==> config.mk <==
export PLATFORM = sky130hd
export DESIGN_NAME = chanels_collector
export DESIGN_NICKNAME = d
export VERILOG_FILES = /design/src/rtl/chanels_collector.sv
export SDC_FILE = /design/constraint.sdc
export NUM_CORES = 1
export LEC_CHECK = 0
export BUFFER_PORTS_ARGS = -buffer_cell sky130_fd_sc_hd__buf_2
export CELL_PAD_IN_SITES_DETAIL_PLACEMENT = 1
export CELL_PAD_IN_SITES_GLOBAL_PLACEMENT = 1
export CORE_ASPECT_RATIO = 1.2
export CORE_MARGIN = 10
export CORE_UTILIZATION = 49
export DETAILED_ROUTE_END_ITERATION = 8
export GPL_TIMING_DRIVEN = 0
export PLACE_DENSITY = 0.91
export SLEW_MARGIN = 20
export SYNTH_ARGS = -nofsm -noshare
export SYNTH_HDL_FRONTEND = slang
export SYNTH_SLANG_ARGS = --single-unit
==> constraint.sdc <==
create_clock -name clk -period 2.55 [get_ports clk]
set_input_delay 0.51 -clock clk [delete_from_list [all_inputs] [get_ports clk]]
set_output_delay 0.51 -clock clk [all_outputs]
set_load 0.02 [all_outputs]
==> src/rtl/chanels_collector.sv <==
// rtl/chanels_collector.sv - gathers one (ac, ph) result per channel into a frame and streams it out in channel order.
module chanels_collector #(
  parameter int CHANELS = 4,
  parameter int AW      = $clog2(CHANELS)
) (
  input  logic          clk,
  input  logic          rstn,
  input  logic          i_vld,
  input  logic [AW-1:0] i_addres,
  input  logic [31:0]   i_ac,
  input  logic [31:0]   i_ph,
  output logic          o_vld,
  input  logic          i_rdy,
  output logic [AW-1:0] o_addres,
  output logic [31:0]   o_ac,
  output logic [31:0]   o_ph,
  output logic          o_last,
  output logic          o_ovf
);

  localparam logic [0:0]    IDLE     = 1'b0;
  localparam logic [0:0]    SEND     = 1'b1;
  localparam logic [AW-1:0] LAST_IDX = AW'(CHANELS - 1);

  logic [0:0]         state;
  logic [CHANELS-1:0] mask;
  logic [CHANELS-1:0] mask_nxt;
  logic [31:0]        cap_ac [CHANELS];
  logic [31:0]        cap_ph [CHANELS];
  logic [31:0]        snd_ac [CHANELS];
  logic [31:0]        snd_ph [CHANELS];
  logic               wr_en;
  logic               swap;
  logic [AW-1:0]      next_idx;

  assign wr_en    = i_vld && (int'(i_addres) < CHANELS);
  assign swap     = (state == IDLE) && (&mask);
  assign next_idx = o_addres + 1'b1;
  assign o_vld    = (state == SEND);

  // A write landing in the swap cycle starts the next frame, so the cleared mask gets its bit.
  always_comb begin
    mask_nxt = swap ? '0 : mask;
    if (wr_en) begin
      mask_nxt[i_addres] = 1'b1;
    end
  end

  always_ff @(posedge clk or negedge rstn) begin
    if (!rstn) begin
      mask  <= '0;
      o_ovf <= 1'b0;
    end else begin
      if (wr_en && mask[i_addres] && !swap) begin
        o_ovf <= 1'b1;
      end
      mask <= mask_nxt;
    end
  end

  always_ff @(posedge clk or negedge rstn) begin
    if (!rstn) begin
      for (int k = 0; k < CHANELS; k++) begin
        cap_ac[k] <= '0;
        cap_ph[k] <= '0;
        snd_ac[k] <= '0;
        snd_ph[k] <= '0;
      end
    end else begin
      if (wr_en) begin
        cap_ac[i_addres] <= i_ac;
        cap_ph[i_addres] <= i_ph;
      end
      if (swap) begin
        for (int k = 0; k < CHANELS; k++) begin
          snd_ac[k] <= cap_ac[k];
          snd_ph[k] <= cap_ph[k];
        end
      end
    end
  end

  // Output word 0 comes straight from the capture bank at the swap edge; later words from the send bank.
  always_ff @(posedge clk or negedge rstn) begin
    if (!rstn) begin
      state    <= IDLE;
      o_addres <= '0;
      o_ac     <= '0;
      o_ph     <= '0;
      o_last   <= 1'b0;
    end else begin
      case (state)
        IDLE: begin
          if (swap) begin
            state    <= SEND;
            o_addres <= '0;
            o_ac     <= cap_ac[0];
            o_ph     <= cap_ph[0];
            o_last   <= 1'b0;
          end
        end
        SEND: begin
          if (i_rdy) begin
            if (o_addres == LAST_IDX) begin
              state  <= IDLE;
              o_last <= 1'b0;
            end else begin
              o_addres <= next_idx;
              o_ac     <= snd_ac[next_idx];
              o_ph     <= snd_ph[next_idx];
              o_last   <= (next_idx == LAST_IDX);
            end
          end
        end
        default: state <= IDLE;
      endcase
    end
  end

endmodule

==> key figures, run 1 <==
Floorplanning
  – Initial core utilization: 49.6%
  – Die height: 265 microns
  – DIE WIDTH: 224 microns
  – Core area: 49300 sq um
  – Io pins: 139
  – FP Rows: 89
  – DIE AREA: 59300 sq um

Synthesis
  – Seq/Total Area, Yosys: 59.8%
  – Top FF cell, synth: dfrtp_1
  – Cell variety after synth: 31
  – Syn Nets: 2165
  – Yosys synthesis warning count: 0
  – Synthesized area per cell: 11.7 sq um
  – Async SR Flop Fraction: 100%
  – Post-synth EDFFs: 0
  – Register bit total from synthesis: 585
  – Synthesized cell area: 24500 sq um
  – Post-synthesis cell count: 2093

Global routing
  – Vias in the first global route: 19700
  – Pin count of the biggest net entering global routing: 107
  – Total GRT Usage: 24.4%
  – Grt ovf: 0
  – First-pass GRT wire length: 113 mm
  – Initial antenna violation count: 9

Route
  – Post-DRT Antenna Nets: 0
  – Via density: 5.68
  – Wirelength, routed: 72.7 mm
  – Drt wl/cell: 24.4 microns
  – DRC errors left: 0
  – Vias: 16900
  – First-pass DRT Iterations: 5
  – Initial DRC Count: 1206

Clock tree
  – Root Driver: clkbuf_16
  – Inserted Clock Buffers: 58
  – Worst-skew pair later-pin latency: 0.64 ns
  – H-tree depth: 2
  – CTS tree: built
  – CTS clk-pin slew, worst paths: 0.06 ns
  – Max Root-Sink Buffers: 3
  – Clk sinks: 585

Layout
  – Fin cells: 2981
  – Ratio of cells with drive above 1 in the final layout: 27.8%
  – Layout Nets: 2370
  – FF/Latch Area: 14600 sq um
  – Synth-to-layout area growth: 14.9%
  – Multi-input logic area: 9170 sq um
  – Core Util, Final: 57.0%
  – Fillcell total: 5043

STA
  – Final setup fails: 0
  – Worst slew pin tran: 0.923 ns
  – Hold Vio Cnt, Final: 0
  – Slew Viols, Final: 0
  – Setup TNS: 0 ns
  – Layout Skew: 0.0150 ns
  – Max Fclk: 392 MHz
  – Slew headroom: 38.5%
  – Minimum clock period: 2.55 ns
  – Hold WS: 0.155 ns
  – Part of the cycle the worst path needs: 99.9%

Run status
  – Outcome: finished, final reports clean

Place
  – Final Wtd Congestion: 0.833
  – Inst Count DP: 2874
  – Detail Placement HPWL: 48.4 mm
  – Port Buf Inserts: 138

Pwr
  – Max VDD drop: 0.859 mV
  – Leak: 13.8 nW
  – Cell area power density: 1240 nW/um^2

Worst setup path
  – Nature of the critical path startpoint: flop
  – Worst EP arrival: 3.07 ns
  – Max FO, Critical Path: 10
  – Setup CP Type: reg2reg
  – Kind of end point of the critical path: flop
  – CP required: 3.07 ns

Job
  – Maxcap violations: 0

Min path
  – HP Class: in2reg
==> logic make-up after synthesis <==
group / Yosys count / share of synthesized area (%)
AND/OR/NAND/NOR: 857 / 14.0
flip-flops: 585 / 59.8
AO/OA/AOI/OAI: 70 / 2.47
multiplexers: 449 / 20.8
buffers and inverters: 130 / 2.82
adder cells (fa/ha/maj): 2 / 0.102
==> final cells by class <==
class / count / share of cell area [%]
diodes: 3 / 0.0267
plain buffers: 127 / 2.68
inverters: 2 / 0.0267
multi-input cells: 1378 / 32.6
clock inverters: 9 / 0.263
well taps: 637 / 2.84
repair buffers: 146 / 3.14
flip-flops and latches: 585 / 52.1
clock buffers: 94 / 6.33
==> report_power, final <==
part | switching, W | internal, W
clock network | 0.00368 | 0.00483
registers | 0.00189 | 0.0123
logic | 0.00703 | 0.00500
==> placed cells by master, fill, tap and decap left out, drive strengths merged <==
cell / n
a211o: 1
a21o: 1
a31o: 1
buf: 235
bufinv: 1
clkbuf: 131
clkinv: 8
dfrtp: 585
diode: 3
dlygate4sd3: 1
ha: 2
inv: 2
mux2: 320
mux2i: 128
mux4: 1
nand2: 778
nand2b: 66
nand3: 3
nand3b: 2
nand4: 1
nor2: 3
nor2b: 1
nor3b: 1
nor4bb: 1
o21ai: 2
o221ai: 64
o2bb2ai: 1
or2: 1
==> synth_stat cells (2+ instances only) <==
cell / n / area [sq um]
nand2_1: 777 / 2920
dfrtp_1: 585 / 14600
mux2_2: 271 / 3050
mux2i_1: 128 / 1280
buf_2: 69 / 345
nand2b_1: 66 / 413
o221ai_1: 64 / 561
mux2_4: 49 / 736
clkbuf_1: 39 / 146
buf_6: 14 / 158
buf_1: 3 / 11.3
buf_4: 3 / 22.5
nand3_1: 3 / 15.0
ha_1: 2 / 25.0
inv_1: 2 / 7.51
nand3b_1: 2 / 15.0
nor2_1: 2 / 7.51
==> sequential cells by signal (all words and copies together) (netlist names) <==
name      flops
o_ovf         1
snd_ph      128
o_ac         32
cap_ph      128
snd_ac      128
o_addres      2
mask          4
o_ph         32
cap_ac      128
o_vld         1
o_last        1
==> metrics by stage <==
stage / instance area (sq um) / worst slack [ns] / total power [W]
floorplan: 24500 / 0.115 / 0.0215
global placement: 26000 / -10.52 / 0.0247
detailed placement: 26100 / -1.09 / 0.0257
CTS: 28100 / 0.0119 / 0.0347
global route: 28100 / -0.00920 / 0.0365
finish: 28100 / 0.00203 / 0.0348
==> metal layers <==
metal  share of wire (%)  global-route usage (%)
met1                  38                    27.2
met2                  54                    45.3
met3                 4.7                    3.84
met4                 3.9                    10.5
met5               0.080                       0
==> worst paths after layout <==
check                             from          to  slack, ns  cells past startpoint
max in group asynchronous         rstn     o_ac[0]       0.74                      4
setup reg to reg           o_addres[0]     o_ac[3]      0.002                      9
hold reg to reg             cap_ac[21]  snd_ac[21]       0.47                      2
hold / removal                 i_ac[1]  cap_ac[65]       0.16                      2
setup / recovery           o_addres[0]     o_ac[3]      0.002                      9
min in group asynchronous         rstn     o_ph[8]       0.41                      2
==> worst max-delay path, stage by stage, from the launching register on <==
cell      delay [ns]
dfrtp_2         0.42
buf_6           0.18
buf_8           0.18
inv_1           0.09
ha_1            0.38
nand2b_1        0.18
buf_8           0.20
clkbuf_8        0.22
o221ai_1        0.23
mux2_4          0.33
==> repair_timing <==
item | CTS | global route
hold buffers | 1 | 0
endpoints found under the hold margin | 48 | 0
setup endpoints to repair | 64 | 51
cloned | 0 | 0
buffers inserted | 1 | 0
pin swaps | 0 | 0
gates resized for setup | 21 | 14
No activity file was read; power rests on OpenSTA's default activity.
==> inputs of run 2 (changes only) <==
- ABC_AREA: not set -> 0
- GPL_TIMING_DRIVEN: 0 -> not set
==> run 2 against run 1 <==
- non-clock buffer count is 82 lower
- clock power is 4.1% higher
- critical path depth is 7 lower
- die area stayed put
- wire length is 5.3% higher
- fmax is 7.6% higher
- utilization is 0.21 points lower
- register-to-register slack better by 0.26 ns
- flip-flop and latch count stayed put
- sequential power is 3% higher
- global-route usage is 1.1 points higher
- largest cell class unchanged
- largest power group unchanged
==> key figures, run 2 (synthesis gave the netlist of run 1 again) <==
Run status
  – Outcome: finished, final reports clean

STA
  – Hold WS: 0.170 ns (+0.0152 ns)
  – Worst slew pin tran: 0.589 ns (-0.333 ns)
  – RSZ-0062 raised after global routing: no
  – Setup TNS: 0 ns (unchanged)
  – Layout Skew: 0.0417 ns (+0.0266 ns)
  – Slew headroom: 60.7% (+22 points)
  – Part of the cycle the worst path needs: 92.9% (-7.1 points)
  – Minimum clock period: 2.37 ns (-0.180 ns)
  – Hold Vio Cnt, Final: 0 (unchanged)
  – Slew Viols, Final: 0 (unchanged)
  – Final setup fails: 0 (unchanged)
  – Max Fclk: 422 MHz (+7.6%)

Route
  – Via density: 5.88 (+3.4%)
  – Wirelength, routed: 76.6 mm (+5.3%)
  – Vias: 17100 (+0.67%)
  – First-pass DRT Iterations: 6 (+1)
  – Drt wl/cell: 26.4 microns (+8.2%)
  – Post-DRT Antenna Nets: 0 (unchanged)
  – Initial DRC Count: 1567 (+30%)
  – DRC errors left: 0 (unchanged)

Global routing
  – Initial antenna violation count: 10 (+1)
  – Pin count of the biggest net entering global routing: 108 (+0.93%)
  – Total GRT Usage: 25.6% (+1.1 points)
  – Grt ovf: 0 (unchanged)
  – First-pass GRT wire length: 119 mm (+5.2%)
  – Vias in the first global route: 19900 (+0.97%)

Pwr
  – Leak: 13.7 nW (-0.78%)
  – Clock group share of total power: 25.2% (+0.7 points)
  – Gate power share: 33.3% (-1.3 points)
  – P_sw: 0.0130 W (+2.9%)
  – Switching share of power: 36.9% (+0.64 points)
  – Flop pwr share: 41.4% (+0.5 points)
  – Int Pwr: 0.0222 W (+0.11%)
  – Max VDD drop: 0.757 mV (-12%)
  – Cell area power density: 1260 nW/um^2 (+1.5%)

Min path
  – HP Start: i_ac[24]
  – HP Class: in2reg

Worst setup path
  – CP required: 2.04 ns (-1.03 ns)
  – Max FO, Critical Path: 67 (+57)
  – Worst-path cell chain: buf_12 > buf_2
  – RR Startpoint: o_addres[0]
  – Crit path max-delay family: buffers and inverters
  – CP bufs+invs: 2 (-3)
  – Worst EP arrival: 1.86 ns (-1.21 ns)
  – CP max stage delay: 0.46 ns (+0.04 ns)
  – Worst path slowest cell: dfrtp_4
  – R2r setup slk: 0.26 ns (+0.26 ns)
  – Worst reg2reg path depth: 6 (-3)
  – Setup CP Type: reg2out
  – FF-to-FF End: o_ac[4]
  – Critical path launch point: o_addres[0]
  – Kind of end point of the critical path: output port
  – Levels on crit path: 2 (-7)
  – Nature of the critical path startpoint: flop
  – Critical Path End: o_addres[0]

Layout
  – Most frequent cells in the layout: 777 x nand2_1, 583 x dfrtp_1, 271 x mux2_2
  – Ratio of cells with drive above 1 in the final layout: 27.0% (-0.72 points)
  – Fin cells: 2902 (-2.7%)
  – Synth-to-layout area growth: 14.5%
  – Layout Nets: 2286 (-3.5%)
  – Fillcell total: 4979 (-1.3%)
  – Core Util, Final: 56.8% (-0.21 points)
  – Final instance area: 28000 sq um (-0.37%)
  – Commonest non-fill, non-tap cell in the layout: nand2_1

Clock tree
  – Root Driver: clkbuf_16
  – Resize count post-CTS: 0 (-100%)
  – Inserted Clock Buffers: 56 (-3.4%)
  – CTS clk-pin slew, worst paths: 0.06 ns (about the same)
  – Worst-skew pair later-pin latency: 0.62 ns (-0.02 ns)
  – Max Root-Sink Buffers: 3 (unchanged)
  – Clk sinks: 585 (unchanged)
  – CTS tree: built
  – H-tree depth: 2 (unchanged)

Floorplanning
  – Io pins: 139 (unchanged)
  – Core area: 49300 sq um (unchanged)
  – FP Rows: 89 (unchanged)
  – DIE WIDTH: 224 microns (unchanged)
  – Die height: 265 microns (unchanged)
  – DIE AREA: 59300 sq um (unchanged)
  – Initial core utilization: 49.6% (unchanged)

Place
  – Detail Placement HPWL: 43.1 mm (-11%)
  – Inst Count DP: 2792 (-2.9%)
  – Port Buf Inserts: 138 (unchanged)
  – Final Wtd Congestion: 0.754 (-9.5%)
  – Post-DP Area: 26100 sq um (-0.25%)

Job
  – Maxcap violations: 0 (unchanged)
[run 2: worst min-delay path by stage]
| stage | to | depth (start not counted) |
|---|---|---|
| after global routing | cap_ac[66] | 2 |
| after CTS | cap_ac[16] | 2 |
| after global placement | snd_ph[46] | 2 |
| after detailed placement | snd_ac[15] | 2 |
| after floorplan | cap_ac[0] | 0 |
| final | cap_ac[24] | 2 |
[run 2: repair_timing]
action                                 CTS  global route
endpoints found under the hold margin   47             0
hold buffers                             1             0
buffers inserted                         0             0
[run 2: area by class of cell]
cell class | count | area (sq um) | share of cell area (%)
Clock buffer | 84 | 1680 | 6.00
Multi-Input combinational cell | 1378 | 9190 | 32.8
Sequential cell | 585 | 14600 | 52.3
Antenna cell | 6 | 15.0 | 0.0536
Inverter | 2 | 7.51 | 0.0268
Timing Repair Buffer | 191 | 1440 | 5.14
Clock inverter | 19 | 239 | 0.853
Tap cell | 637 | 797 | 2.85
[run 2: layer usage]
metal	track usage [%]	vias up	part of all wire [%]
li1	-	7191	-
met1	29.7	9050	39
met2	45.0	572	52
met3	4.63	237	5.0
met4	12.1	8	4.1
met5	0	-	0.067
[run 2: power groups by stage]
stage               Combinational, W  Sequential, W  Clock [W]
floorplan                    0.00730         0.0142          0
global placement              0.0103         0.0141          0
detailed placement            0.0112         0.0144          0
CTS                           0.0117         0.0145    0.00888
global route                  0.0125         0.0148    0.00931
finish                        0.0117         0.0146    0.00886
[run 2: through the flow]
step	setup slack [ns]	total power (W)
detailed placement	0.414	0.0257
global route	0.166	0.0366
floorplan	0.115	0.0215
global placement	0.503	0.0244
finish	0.182	0.0351
CTS	0.190	0.0351
==> inputs of run 3 (changes only) <==
- CORE_ASPECT_RATIO: 1.2 -> not set
- SKIP_LAST_GASP: not set -> 1
==> run 3 against run 2 <==
- clock-buffer cell count rose by 4
- sequential share of layout area shrank 0.15 points
- sequential power about the same
- register-to-register slack improved by 0.17 ns
- global-route usage fell by 1.3 points
- fmax up 4.8%
- final area rose by 0.29%
- via count down 1.7%
- flip-flop and latch count stayed put
- highest routed layer unchanged
- power decreased by 0.57%
- critical path depth is the same
- largest power group unchanged
==> key figures, run 3 (synthesis gave the netlist of run 1 again) <==
Run status
  – Outcome: finished, final reports clean

Pwr
  – Leak: 13.8 nW (+0.17%)
  – Max VDD drop: 1.06 mV (+40%)
  – Total Power: 0.0349 W (-0.57%)
  – Cell area power density: 1240 nW/um^2 (-0.86%)

Place
  – Post-DP Area: 26100 sq um (about the same)
  – Inst Count DP: 2818 (+0.93%)
  – Final Wtd Congestion: 0.747 (-0.88%)
  – Detail Placement HPWL: 40.9 mm (-4.9%)
  – Port Buf Inserts: 138 (unchanged)

Route
  – Post-DRT Antenna Nets: 0 (unchanged)
  – Initial DRC Count: 1136 (-28%)
  – Vias: 16800 (-1.7%)
  – Via density: 5.71 (-2.8%)
  – DRC errors left: 0 (unchanged)
  – Drt wl/cell: 24.5 microns (-7.1%)
  – First-pass DRT Iterations: 5 (-1)
  – Wirelength, routed: 72.0 mm (-6.1%)

Min path
  – HP Class: in2reg

STA
  – Layout Skew: 0.0278 ns (-0.0139 ns)
  – Worst slew pin tran: 0.656 ns (+0.0664 ns)
  – Hold Vio Cnt, Final: 0 (unchanged)
  – Minimum clock period: 2.26 ns (-0.108 ns)
  – Slew headroom: 56.3% (-4.4 points)
  – Hold WS: 0.169 ns (-0.00181 ns)
  – Setup TNS: 0 ns (unchanged)
  – Max Fclk: 443 MHz (+4.8%)
  – Part of the cycle the worst path needs: 88.6% (-4.2 points)
  – Final setup fails: 0 (unchanged)
  – RSZ-0062 raised after global routing: no
  – Slew Viols, Final: 0 (unchanged)

Floorplanning
  – Initial core utilization: 49.8% (+0.18 points)
  – Die height: 243 microns (-8.1%)
  – FP Rows: 81 (-9.0%)
  – Io pins: 139 (unchanged)
  – DIE WIDTH: 243 microns (+8.7%)
  – Core area: 49200 sq um (-0.36%)
  – DIE AREA: 59300 sq um (about the same)

Layout
  – Commonest non-fill, non-tap cell in the layout: nand2_1
  – Layout Nets: 2288 (+0.087%)
  – Ratio of cells with drive above 1 in the final layout: 26.9% (-0.10 points)
  – Synth-to-layout area growth: 14.8%
  – Fin cells: 2934 (+1.1%)
  – Fillcell total: 4970 (-0.18%)
  – Final instance area: 28100 sq um (+0.29%)
  – Most frequent cells in the layout: 777 x nand2_1, 583 x dfrtp_1, 271 x mux2_2

Worst setup path
  – CP required: 2.04 ns (about the same)
  – Worst EP arrival: 1.75 ns (-0.11 ns)
  – Setup CP Type: reg2out
  – Max FO, Critical Path: 53 (-21%)
  – Kind of end point of the critical path: output port
  – Nature of the critical path startpoint: flop

Job
  – Maxcap violations: 0 (unchanged)

Clock tree
  – H-tree depth: 2 (unchanged)
  – Inserted Clock Buffers: 59 (+5.4%)
  – Clk sinks: 585 (unchanged)
  – Setup bufs post-CTS: 0 (unchanged)
  – # hold bufs at CTS: 1 (unchanged)
  – CTS tree: built
  – Max Root-Sink Buffers: 3 (unchanged)
  – Worst-skew pair later-pin latency: 0.63 ns (about the same)
  – Root Driver: clkbuf_16
  – CTS clk-pin slew, worst paths: 0.07 ns (about the same)
  – Resize count post-CTS: 0 (unchanged)

Global routing
  – Pin count of the biggest net entering global routing: 101 (-6.5%)
  – Grt ovf: 0 (unchanged)
  – Vias in the first global route: 19400 (-2.6%)
  – Initial antenna violation count: 12 (+2)
  – Total GRT Usage: 24.2% (-1.3 points)
  – First-pass GRT wire length: 114 mm (-4.1%)
==> run 3: changes by cell type in the layout (fill, tap and decap cells not counted), sizes merged <==
cell / change
buf: -1
bufinv: +1
clkbuf: +4
clkinvlp: -3
diode: +4
==> run 3: layout make-up <==
cell class / instances / area [sq um] / area share [%]
sequential: 585 / 14600 / 52.1
clock buffer: 88 / 1720 / 6.11
inverter: 2 / 7.51 / 0.0267
multi-input combinational: 1378 / 9180 / 32.7
antenna: 10 / 25.0 / 0.0891
clock inverter: 17 / 258 / 0.918
tap: 664 / 831 / 2.96
timing repair buffer: 190 / 1430 / 5.10
==> run 3: worst max-delay path, stage by stage, from the launching register on <==
cell and delay, ns:
dfrtp_4 0.46, buf_12 0.35, buf_2 0.25
==> run 3: final timing paths <==
path | from | end | slack (ns) | cells after the start
setup / recovery | o_addres[0] | o_addres[0] | 0.29 | 2
hold / removal | i_ph[13] | cap_ph[13] | 0.17 | 2
setup reg to reg | o_addres[0] | o_ac[18] | 0.43 | 7
hold reg to reg | cap_ph[78] | snd_ph[78] | 0.46 | 2
max in group asynchronous | rstn | o_addres[0] | 1.21 | 3
min in group asynchronous | rstn | snd_ph[77] | 0.48 | 2
==> run 3: stage by stage <==
stage	util (%)	setup slack (ns)
floorplan	-	0.115
global placement	53.1	0.539
detailed placement	53.1	0.444
CTS	57.1	0.240
global route	57.1	0.230
finish	57.1	0.290
==> run 3: where the power goes <==
part | switching, W | total (W) | leakage [nW] | internal (W)
sequential | 0.00212 | 0.0144 | 7.20 | 0.0123
combinational | 0.00663 | 0.0115 | 5.59 | 0.00491
clock | 0.00373 | 0.00896 | 0.973 | 0.00523
total | 0.0125 | 0.0349 | 13.8 | 0.0225
==> run 3: layer usage <==
metal	wire, microns	GRT usage (%)
met2	38300	43.7
met3	3080	4.27
met5	24	0
met4	2280	9.76
met1	28300	28.0
